==> src/rtl/seg7_pkg.sv <==
// Shared 7-segment display constants and decode helpers.
// Patterns are active-low, ordered {a, b, c, d, e, f, g} from MSB to LSB.
package seg7_pkg;

  localparam logic [6:0] SegBlank = 7'b1111111;

  localparam logic [6:0] Seg0 = 7'b0000001;
  localparam logic [6:0] Seg1 = 7'b1001111;
  localparam logic [6:0] Seg2 = 7'b0010010;
  localparam logic [6:0] Seg3 = 7'b0000110;
  localparam logic [6:0] Seg4 = 7'b1001100;
  localparam logic [6:0] Seg5 = 7'b0100100;
  localparam logic [6:0] Seg6 = 7'b0100000;
  localparam logic [6:0] Seg7 = 7'b0001111;
  localparam logic [6:0] Seg8 = 7'b0000000;
  localparam logic [6:0] Seg9 = 7'b0000100;
  localparam logic [6:0] SegA = 7'b0001000;
  localparam logic [6:0] SegB = 7'b1100000;
  localparam logic [6:0] SegC = 7'b0110001;
  localparam logic [6:0] SegD = 7'b1000010;
  localparam logic [6:0] SegE = 7'b0110000;
  localparam logic [6:0] SegF = 7'b0111000;

  // Largest legal digit value for the selected radix.
  function automatic logic [3:0] digit_max(input logic hex_mode);
    return hex_mode ? 4'hF : 4'h9;
  endfunction

  // Non-decimal values in decimal mode decode to blank.
  function automatic logic [6:0] seg7_encode(input logic [3:0] value, input logic hex_mode);
    logic [6:0] seg;
    unique case (value)
      4'h0: seg = Seg0;
      4'h1: seg = Seg1;
      4'h2: seg = Seg2;
      4'h3: seg = Seg3;
      4'h4: seg = Seg4;
      4'h5: seg = Seg5;
      4'h6: seg = Seg6;
      4'h7: seg = Seg7;
      4'h8: seg = Seg8;
      4'h9: seg = Seg9;
      4'hA: seg = hex_mode ? SegA : SegBlank;
      4'hB: seg = hex_mode ? SegB : SegBlank;
      4'hC: seg = hex_mode ? SegC : SegBlank;
      4'hD: seg = hex_mode ? SegD : SegBlank;
      4'hE: seg = hex_mode ? SegE : SegBlank;
      default: seg = hex_mode ? SegF : SegBlank;
    endcase
    return seg;
  endfunction

endpackage

==> src/rtl/seg7_digit.sv <==
// Combinational single-digit 7-segment decoder (active-low outputs).
module seg7_digit
  import seg7_pkg::*;
(
  input  logic [3:0] value_i,
  input  logic       hex_mode_i,
  output logic [6:0] seg_o
);

  always_comb begin
    seg_o = seg7_encode(value_i, hex_mode_i);
  end

endmodule

==> src/rtl/bcd_hex_counter.sv <==
// Prescaled multi-digit up/down BCD or hex counter with registered
// 7-segment outputs and optional leading-zero blanking.
module bcd_hex_counter
  import seg7_pkg::*;
#(
  parameter int unsigned DIGITS   = 4,
  parameter int unsigned PRESCALE = 50000000,
  parameter int unsigned HEX_MODE = 0
) (
  input  logic                  CLOCK_50,
  input  logic                  RESET_N,
  input  logic                  EN,
  input  logic                  UP,
  input  logic                  LOAD,
  input  logic [4*DIGITS-1:0]   LOAD_VAL,
  input  logic                  BLANK_LZ,
  output logic [4*DIGITS-1:0]   COUNT,
  output logic                  CARRY,
  output logic [7*DIGITS-1:0]   HEX
);

  localparam int unsigned     PW       = (PRESCALE > 1) ? $clog2(PRESCALE) : 1;
  localparam logic [PW-1:0]   PresLast = PW'(PRESCALE - 1);
  localparam logic            HexMode  = (HEX_MODE != 0);
  localparam logic [3:0]      DigitMax = digit_max(HexMode);

  logic [PW-1:0]         presc_q, presc_d;
  logic [4*DIGITS-1:0]   count_q, count_d;
  logic                  carry_q, carry_d;
  logic [7*DIGITS-1:0]   hex_q, hex_d;
  logic                  tick;
  logic [6:0]            seg [DIGITS];

  assign tick = (presc_q == PresLast);

  // A load restarts the prescaler so the next tick is a full period away.
  always_comb begin
    presc_d = presc_q + PW'(1);
    if (LOAD || tick) begin
      presc_d = '0;
    end
  end

  always_comb begin
    logic       ripple;
    logic [3:0] dig;
    count_d = count_q;
    carry_d = 1'b0;
    ripple  = 1'b1;
    dig     = 4'h0;
    if (LOAD) begin
      for (int k = 0; k < DIGITS; k++) begin
        dig = LOAD_VAL[4*k +: 4];
        count_d[4*k +: 4] = (dig > DigitMax) ? 4'h0 : dig;
      end
    end else if (tick && EN) begin
      for (int k = 0; k < DIGITS; k++) begin
        dig = count_q[4*k +: 4];
        if (ripple) begin
          if (UP) begin
            if (dig == DigitMax) begin
              count_d[4*k +: 4] = 4'h0;
            end else begin
              count_d[4*k +: 4] = dig + 4'd1;
              ripple = 1'b0;
            end
          end else begin
            if (dig == 4'h0) begin
              count_d[4*k +: 4] = DigitMax;
            end else begin
              count_d[4*k +: 4] = dig - 4'd1;
              ripple = 1'b0;
            end
          end
        end
      end
      // Ripple surviving past the top digit means the whole counter wrapped.
      carry_d = ripple;
    end
  end

  for (genvar g = 0; g < DIGITS; g++) begin : gen_digit
    seg7_digit u_seg7_digit (
      .value_i    (count_q[4*g +: 4]),
      .hex_mode_i (HexMode),
      .seg_o      (seg[g])
    );
  end

  // Scan from the top digit; blanking stops at the first non-zero digit.
  always_comb begin
    logic lead_zero;
    lead_zero = BLANK_LZ;
    hex_d     = '0;
    for (int k = DIGITS - 1; k >= 0; k--) begin
      if (count_q[4*k +: 4] != 4'h0) begin
        lead_zero = 1'b0;
      end
      hex_d[7*k +: 7] = (lead_zero && (k != 0)) ? SegBlank : seg[k];
    end
  end

  always_ff @(posedge CLOCK_50 or negedge RESET_N) begin
    if (!RESET_N) begin
      presc_q <= '0;
      count_q <= '0;
      carry_q <= 1'b0;
      hex_q   <= '1;
    end else begin
      presc_q <= presc_d;
      count_q <= count_d;
      carry_q <= carry_d;
      hex_q   <= hex_d;
    end
  end

  assign COUNT = count_q;
  assign CARRY = carry_q;
  assign HEX   = hex_q;

endmodule
==> config.mk <==
export PLATFORM = sky130hd
export DESIGN_NAME = bcd_hex_counter
export DESIGN_NICKNAME = d
export VERILOG_FILES = /design/src/rtl/seg7_pkg.sv /design/src/rtl/seg7_digit.sv /design/src/rtl/bcd_hex_counter.sv
export SDC_FILE = /design/constraint.sdc
export NUM_CORES = 1
export LEC_CHECK = 0
export CAP_MARGIN = 20
export CORE_ASPECT_RATIO = 1.75
export CORE_MARGIN = 5
export CORE_UTILIZATION = 60
export CTS_CLUSTER_DIAMETER = 40
export DETAILED_ROUTE_END_ITERATION = 10
export PLACE_DENSITY_LB_ADDON = 0.15
export SYNTH_ARGS = -nofsm -noshare
export SYNTH_HDL_FRONTEND = slang
export SYNTH_HIERARCHICAL = 1
export SYNTH_SLANG_ARGS = --single-unit
==> constraint.sdc <==
create_clock -name CLOCK_50 -period 6.9 [get_ports CLOCK_50]
set_input_delay 1.035 -clock CLOCK_50 [delete_from_list [all_inputs] [get_ports CLOCK_50]]
set_output_delay 1.035 -clock CLOCK_50 [all_outputs]
set_load 0.02 [all_outputs]
==> results of run 1 <==
==> synthesized netlist by cell type, types with 8 or more instances <==
master / count
a21oi_1: 29
buf_4: 21
clkbuf_1: 17
dfrtp_1: 43
dfstp_2: 28
inv_1: 10
mux2i_1: 13
nand2_1: 38
nand2b_1: 31
nand3_1: 27
nand3b_1: 10
nand4_1: 10
nor2_1: 51
nor2b_1: 18
nor3_1: 12
o21ai_0: 26
o21ai_1: 18
o22ai_1: 8
xnor2_1: 20
xor2_1: 17
==> final cells by class <==
type / instances / area (um2) / area share
Sequential cell: 71 / 1810 / 0.306
Multi-Input combinational cell: 469 / 2950 / 0.499
Clock inverter: 6 / 61.3 / 0.0103
Inverter: 14 / 52.6 / 0.00887
Timing Repair Buffer: 72 / 701 / 0.118
Tap cell: 92 / 115 / 0.0194
Clock buffer: 10 / 229 / 0.0386
==> state kept, by name, summed over array words and instances (netlist names) <==
register  cells
COUNT        16
HEX          28
presc_q      26
CARRY         1
==> path summary, 6_finish.rpt <==
check	slack, ns	endpoint	startpoint
worst max-delay path	3.73	COUNT[11]	UP
worst min-delay path	0.52	presc_q[0]	presc_q[0]
worst max register to register	4.04	HEX[9]	COUNT[12]
worst min register to register	0.52	presc_q[0]	presc_q[0]
max in group asynchronous	5.43	presc_q[16]	RESET_N
min in group asynchronous	0.91	CARRY	RESET_N
==> worst max-delay path: cells and delay by family <==
kind | cells | cell delay, ns
AOI/OAI and AO/OA | 2 | 0.28
and+or+nand+nor | 2 | 0.94
buffers and inverters | 2 | 0.84
muxes | 1 | 0.27
==> routing by layer <==
layer / track usage / wire, um
met1: 0.260 / 4510
met5: 0 / 0
met4: 0.0783 / 159
met2: 0.405 / 5950
met3: 0.0428 / 354
==> through the flow <==
stage | power (mW) | util
floorplan | 0.725 | -
global placement | 0.821 | 0.687
detailed placement | 0.832 | 0.687
CTS | 1.29 | 0.722
global route | 1.34 | 0.722
finish | 1.28 | 0.722
==> logic make-up after synthesis <==
logic type	count (synthesis)	share of synthesized area
buffers and inverters	61	0.0637
AOI/OAI and AO/OA	147	0.215
DFF	71	0.365
other	1	0.000755
and+or+nand+nor	239	0.262
muxes	13	0.0262
adders and majority gates	1	0.00252
xor gates and xnor gates	37	0.0653
==> report_power, final <==
group | internal, mW | switching, mW | total (mW)
Sequential | 0.469 | 0.0491 | 0.518
Combinational | 0.151 | 0.156 | 0.308
Clock | 0.278 | 0.174 | 0.453
Total | 0.898 | 0.380 | 1.28
==> results.md, run 1 <==
* DRC at 0
* Peak VDD IR at 0.000174 V
* Non-filler cells in the finished layout at 734
* Commonest cells after routing, fill and taps aside: 65 x clkdlybuf4s50_1, 51 x nor2_1, 43 x dfrtp_1
* Outcome: completed
* Detailed Place HPWL at 7.38 mm
* P per Cell Area at 216 nW/um2
* Worst Hold Depth at 1
* Core Footprint at 8200 um2
* Post-place instance area at 5630 um2
* H-tree levels at 3
* Clock root cell: clkbuf_16
* Hold Violations, Final at 0
* Port bufs at 66
* Synth area leader: dfrtp_1
* Yosys cell types at 67
* Initial antenna violation count at 0
* Yosys reg bits at 71
* Number of global-route vias before repair at 3987
* Synth top area cells: dfrtp_1 22%, dfstp_2 15%, nand2b_1 3.9%, nor2_1 3.9%, xnor2_1 3.5%
* Measured slew at the worst slew-check pin at 0.926 ns
* CTS max path bufs at 2
* Clock transition at path regs at 0.05 ns
* Layout fillers at 655
* Clock skew at 0.00855 ns
* CTS tree: done
* Largest net degree at the start of global routing at 72
* Drt first pass iters at 7
* Initial cell density of the core at 0.605
* P&R area growth vs syn at 19.3%
* Die area at 10300 um2
* Register area share after synthesis at 0.365
* MaxCap Viol Count at 0
* R2r worst-path depth at 5
* Gr usage total at 0.223
* Initial DRC count at 295
* CP max stage delay at 0.69 ns
* Fraction of the cycle the final worst path needs at 0.459
* Arrival time at the worst endpoint at 3.37 ns
* Height of the chip at 130 um
* Worst-path fanout max at 48
* CP cell instances: clkdlybuf4s50_1, buf_4, and3_1, o2111ai_1, nor4_4, mux2i_1, o32ai_1
* Synth Flop Type: dfrtp_1
* Final setup margin at 3.73 ns
* Post-Syn Area at 4970 um2
* Async SR Flop Fraction at 1.00
* DR vias at 4349
* Syn Inst Count at 570
* Site Rows at 44
* Sum Neg Setup Slack at 0 ns
* Diode count at 0
* Post-synth top area share at 0.217
* Global-route wire length before repair at 18.4 mm
* Most common cell after layout, fill and taps aside: clkdlybuf4s50_1
* Post-CTS setup buffer count at 0
* Hold slack final at 0.516 ns
* Yosys warning count at 6
* Final instance area at 5920 um2
* Worst Setup End Kind: register
* Cts repair resizes at 0
* Critical path type: in2reg
* # nets final at 660
* Io pins at 67
* CP max-delay cell: nor4_4
* Clock sinks at 71
* CP required at 7.10 ns
* Max-slew headroom at 0.383
* Critical Path Start Type: primary input
* Via/cell ratio at 5.93
* Leakage at 2.33 nW
* RSZ-0062 raised after global routing: false
* Total CTS buffers at 9
* Pre-CTS setup slack at 3.39 ns
* Max Freq at 0.316 GHz
* EDFF count, synth at 0
* DP Cell Count at 718
* Hold/Removal Path Class: reg2reg
* Mean Syn Cell Area at 8.71 um2
* Setup-failing EPs final at 0
* Final GP Congestion at 0.825
* Routed Antenna Nets at 0
* Die width at 78.8 um
* Fin. max-slew vios at 0
* Minimum clock period after layout at 3.17 ns
* Layout cells sized above 1 at 0.132
* Clock Latency Late Sink at 0.34 ns
* Routed len/inst at 14.9 um
* Total routed wirelength at 11.0 mm
* Grt ovf at 0
* # hold bufs at CTS at 0
No activity file was read; power rests on OpenSTA's default activity.
==> run 2: changes to the inputs <==
--- a/config.mk
+++ b/config.mk
@@ -8,7 +8,7 @@
 export CAP_MARGIN = 20
 export CORE_ASPECT_RATIO = 1.75
 export CORE_MARGIN = 5
-export CORE_UTILIZATION = 60
+export CORE_UTILIZATION = 51
 export CTS_CLUSTER_DIAMETER = 40
 export DETAILED_ROUTE_END_ITERATION = 10
 export PLACE_DENSITY_LB_ADDON = 0.15
==> constraint.sdc (replaced) <==
create_clock -name CLOCK_50 -period 2.7 [get_ports CLOCK_50]
set_input_delay 0.405 -clock CLOCK_50 [delete_from_list [all_inputs] [get_ports CLOCK_50]]
set_output_delay 0.405 -clock CLOCK_50 [all_outputs]
set_load 0.02 [all_outputs]
==> results.md, run 2 (synthesized netlist as in run 1, its figures left out) <==
* DP Cell Count at 768
* Peak VDD IR at 0.000316 V
* CTS max path bufs at 2
* Util after Layout at 0.643
* Combinational share of power at 0.265
* Final instance area at 6120 um2
* Sw frac at 0.298
* Fin. max-slew vios at 0
* Total routed wirelength at 11.2 mm
* Final setup margin at 0.368 ns
* Initial antenna violation count at 0
* Via/cell ratio at 5.65
* Largest net degree at the start of global routing at 46
* CP required at 2.91 ns
* Critical path type: reg2reg
* Hold/Removal Path Class: in2async
* DR vias at 4433
* Diode count at 0
* Clock sinks at 71
* Io pins at 67
* Layout fillers at 826
* MaxCap Viol Count at 0
* Max-slew headroom at 0.558
* Clock skew at 0.00895 ns
* Measured slew at the worst slew-check pin at 0.663 ns
* H-tree levels at 3
* CTS tree: done
* Height of the chip at 141 um
* Clock transition at path regs at 0.06 ns
* Sum Neg Setup Slack at 0 ns
* Sw Pwr at 0.983 mW
* P per Cell Area at 539 nW/um2
* Post-CTS setup buffer count at 0
* Layout cells sized above 1 at 0.159
* Cts repair resizes at 0
* Largest register FFs at 28
* Leakage at 2.44 nW
* Site Rows at 47
* DRC at 0
* Routed len/inst at 14.3 um
* Total CTS buffers at 9
* Final GP Congestion at 0.813
* Initial DRC count at 367
* Pre-CTS setup slack at 0.314 ns
* Outcome: completed
* # hold bufs at CTS at 0
* Clock root cell: clkbuf_16
* Detailed Place HPWL at 7.85 mm
* Max Freq at 0.429 GHz
* Clock Latency Late Sink at 0.34 ns
* Routed Antenna Nets at 0
* Commonest cells after routing, fill and taps aside: 65 x clkdlybuf4s50_1, 51 x nor2_1, 43 x dfrtp_1
* Arrival time at the worst endpoint at 2.54 ns
* Grt ovf at 0
* Non-filler cells in the finished layout at 784
* Worst-path fanout max at 13
* Most common cell after layout, fill and taps aside: clkdlybuf4s50_1
* Setup-failing EPs final at 0
* Fraction of the cycle the final worst path needs at 0.864
* Minimum clock period after layout at 2.33 ns
* Critical Path Start Type: register
* Post-place instance area at 5830 um2
* Port bufs at 66
* Worst Setup End Kind: register
* # nets final at 680
* Die width at 84.6 um
* Drt first pass iters at 5
* Number of global-route vias before repair at 4076
* P_int at 2.32 mW
* Global-route wire length before repair at 18.7 mm
* Hold Violations, Final at 0
* RSZ-0062 raised after global routing: false
* P&R area growth vs syn at 23.3%
* Gr usage total at 0.192
* Seq pwr share at 0.382
* Core Footprint at 9530 um2
* Initial cell density of the core at 0.521
* Part of the power in the clock network at 0.353
* Die area at 11900 um2
==> run 2: cell types whose count changed in the layout (fill, tap and decap cells not counted), sizes merged <==
| cell | before | now |
|---|---|---|
| buf | 7 | 27 |
==> run 2: final timing paths <==
| path | startpoint | endpoint | slack [ns] | depth (start not counted) |
|---|---|---|---|---|
| setup / recovery | presc_q[16] | COUNT[11] | 0.37 | 6 |
| hold / removal | RESET_N | COUNT[15] | 0.07 | 1 |
| setup reg to reg | presc_q[16] | COUNT[11] | 0.37 | 6 |
| max in group asynchronous | RESET_N | HEX[17] | 1.91 | 2 |
| min in group CLOCK_50 | presc_q[0] | presc_q[0] | 0.51 | 1 |
| hold reg to reg | presc_q[0] | presc_q[0] | 0.51 | 1 |
==> run 2: critical path, stage by stage (launching register included) <==
cell	delay, ns
dfrtp_1	0.44
or4_4	0.55
or3_4	0.39
nor4_4	0.26
buf_4	0.25
mux2i_1	0.21
o32ai_1	0.10
==> run 2: layout make-up <==
type | instances | area, um2 | share of cell area
clock buffer | 10 | 229 | 0.0374
clock inverter | 6 | 61.3 | 0.0100
inverter | 14 | 52.6 | 0.00858
multi-input combinational | 469 | 2950 | 0.482
sequential | 71 | 1810 | 0.296
tap | 122 | 153 | 0.0249
timing repair buffer | 92 | 863 | 0.141
==> run 2: power groups by stage <==
stage / Combinational [mW] / Clock, mW / Sequential, mW
CTS: 0.880 / 1.20 / 1.26
floorplan: 0.469 / 0 / 1.38
detailed placement: 0.876 / 0 / 1.28
global placement: 0.860 / 0 / 1.28
global route: 0.951 / 1.25 / 1.28
finish: 0.874 / 1.17 / 1.26
==> run 2: metrics by stage <==
stage | hold WS, ns | power (mW)
floorplan | 0.109 | 1.85
global placement | 0.446 | 2.14
detailed placement | 0.452 | 2.16
CTS | 0.0867 | 3.34
global route | 0.130 | 3.48
finish | 0.0749 | 3.30
==> run 2: layer usage <==
metal	up-vias	share of wire	wire (um)	GRT usage
li1	2205	-	-	-
met1	2085	0.40	4470	0.224
met2	122	0.53	5890	0.329
met3	21	0.047	531	0.0388
met4	0	0.027	305	0.0959
met5	-	0	0	0
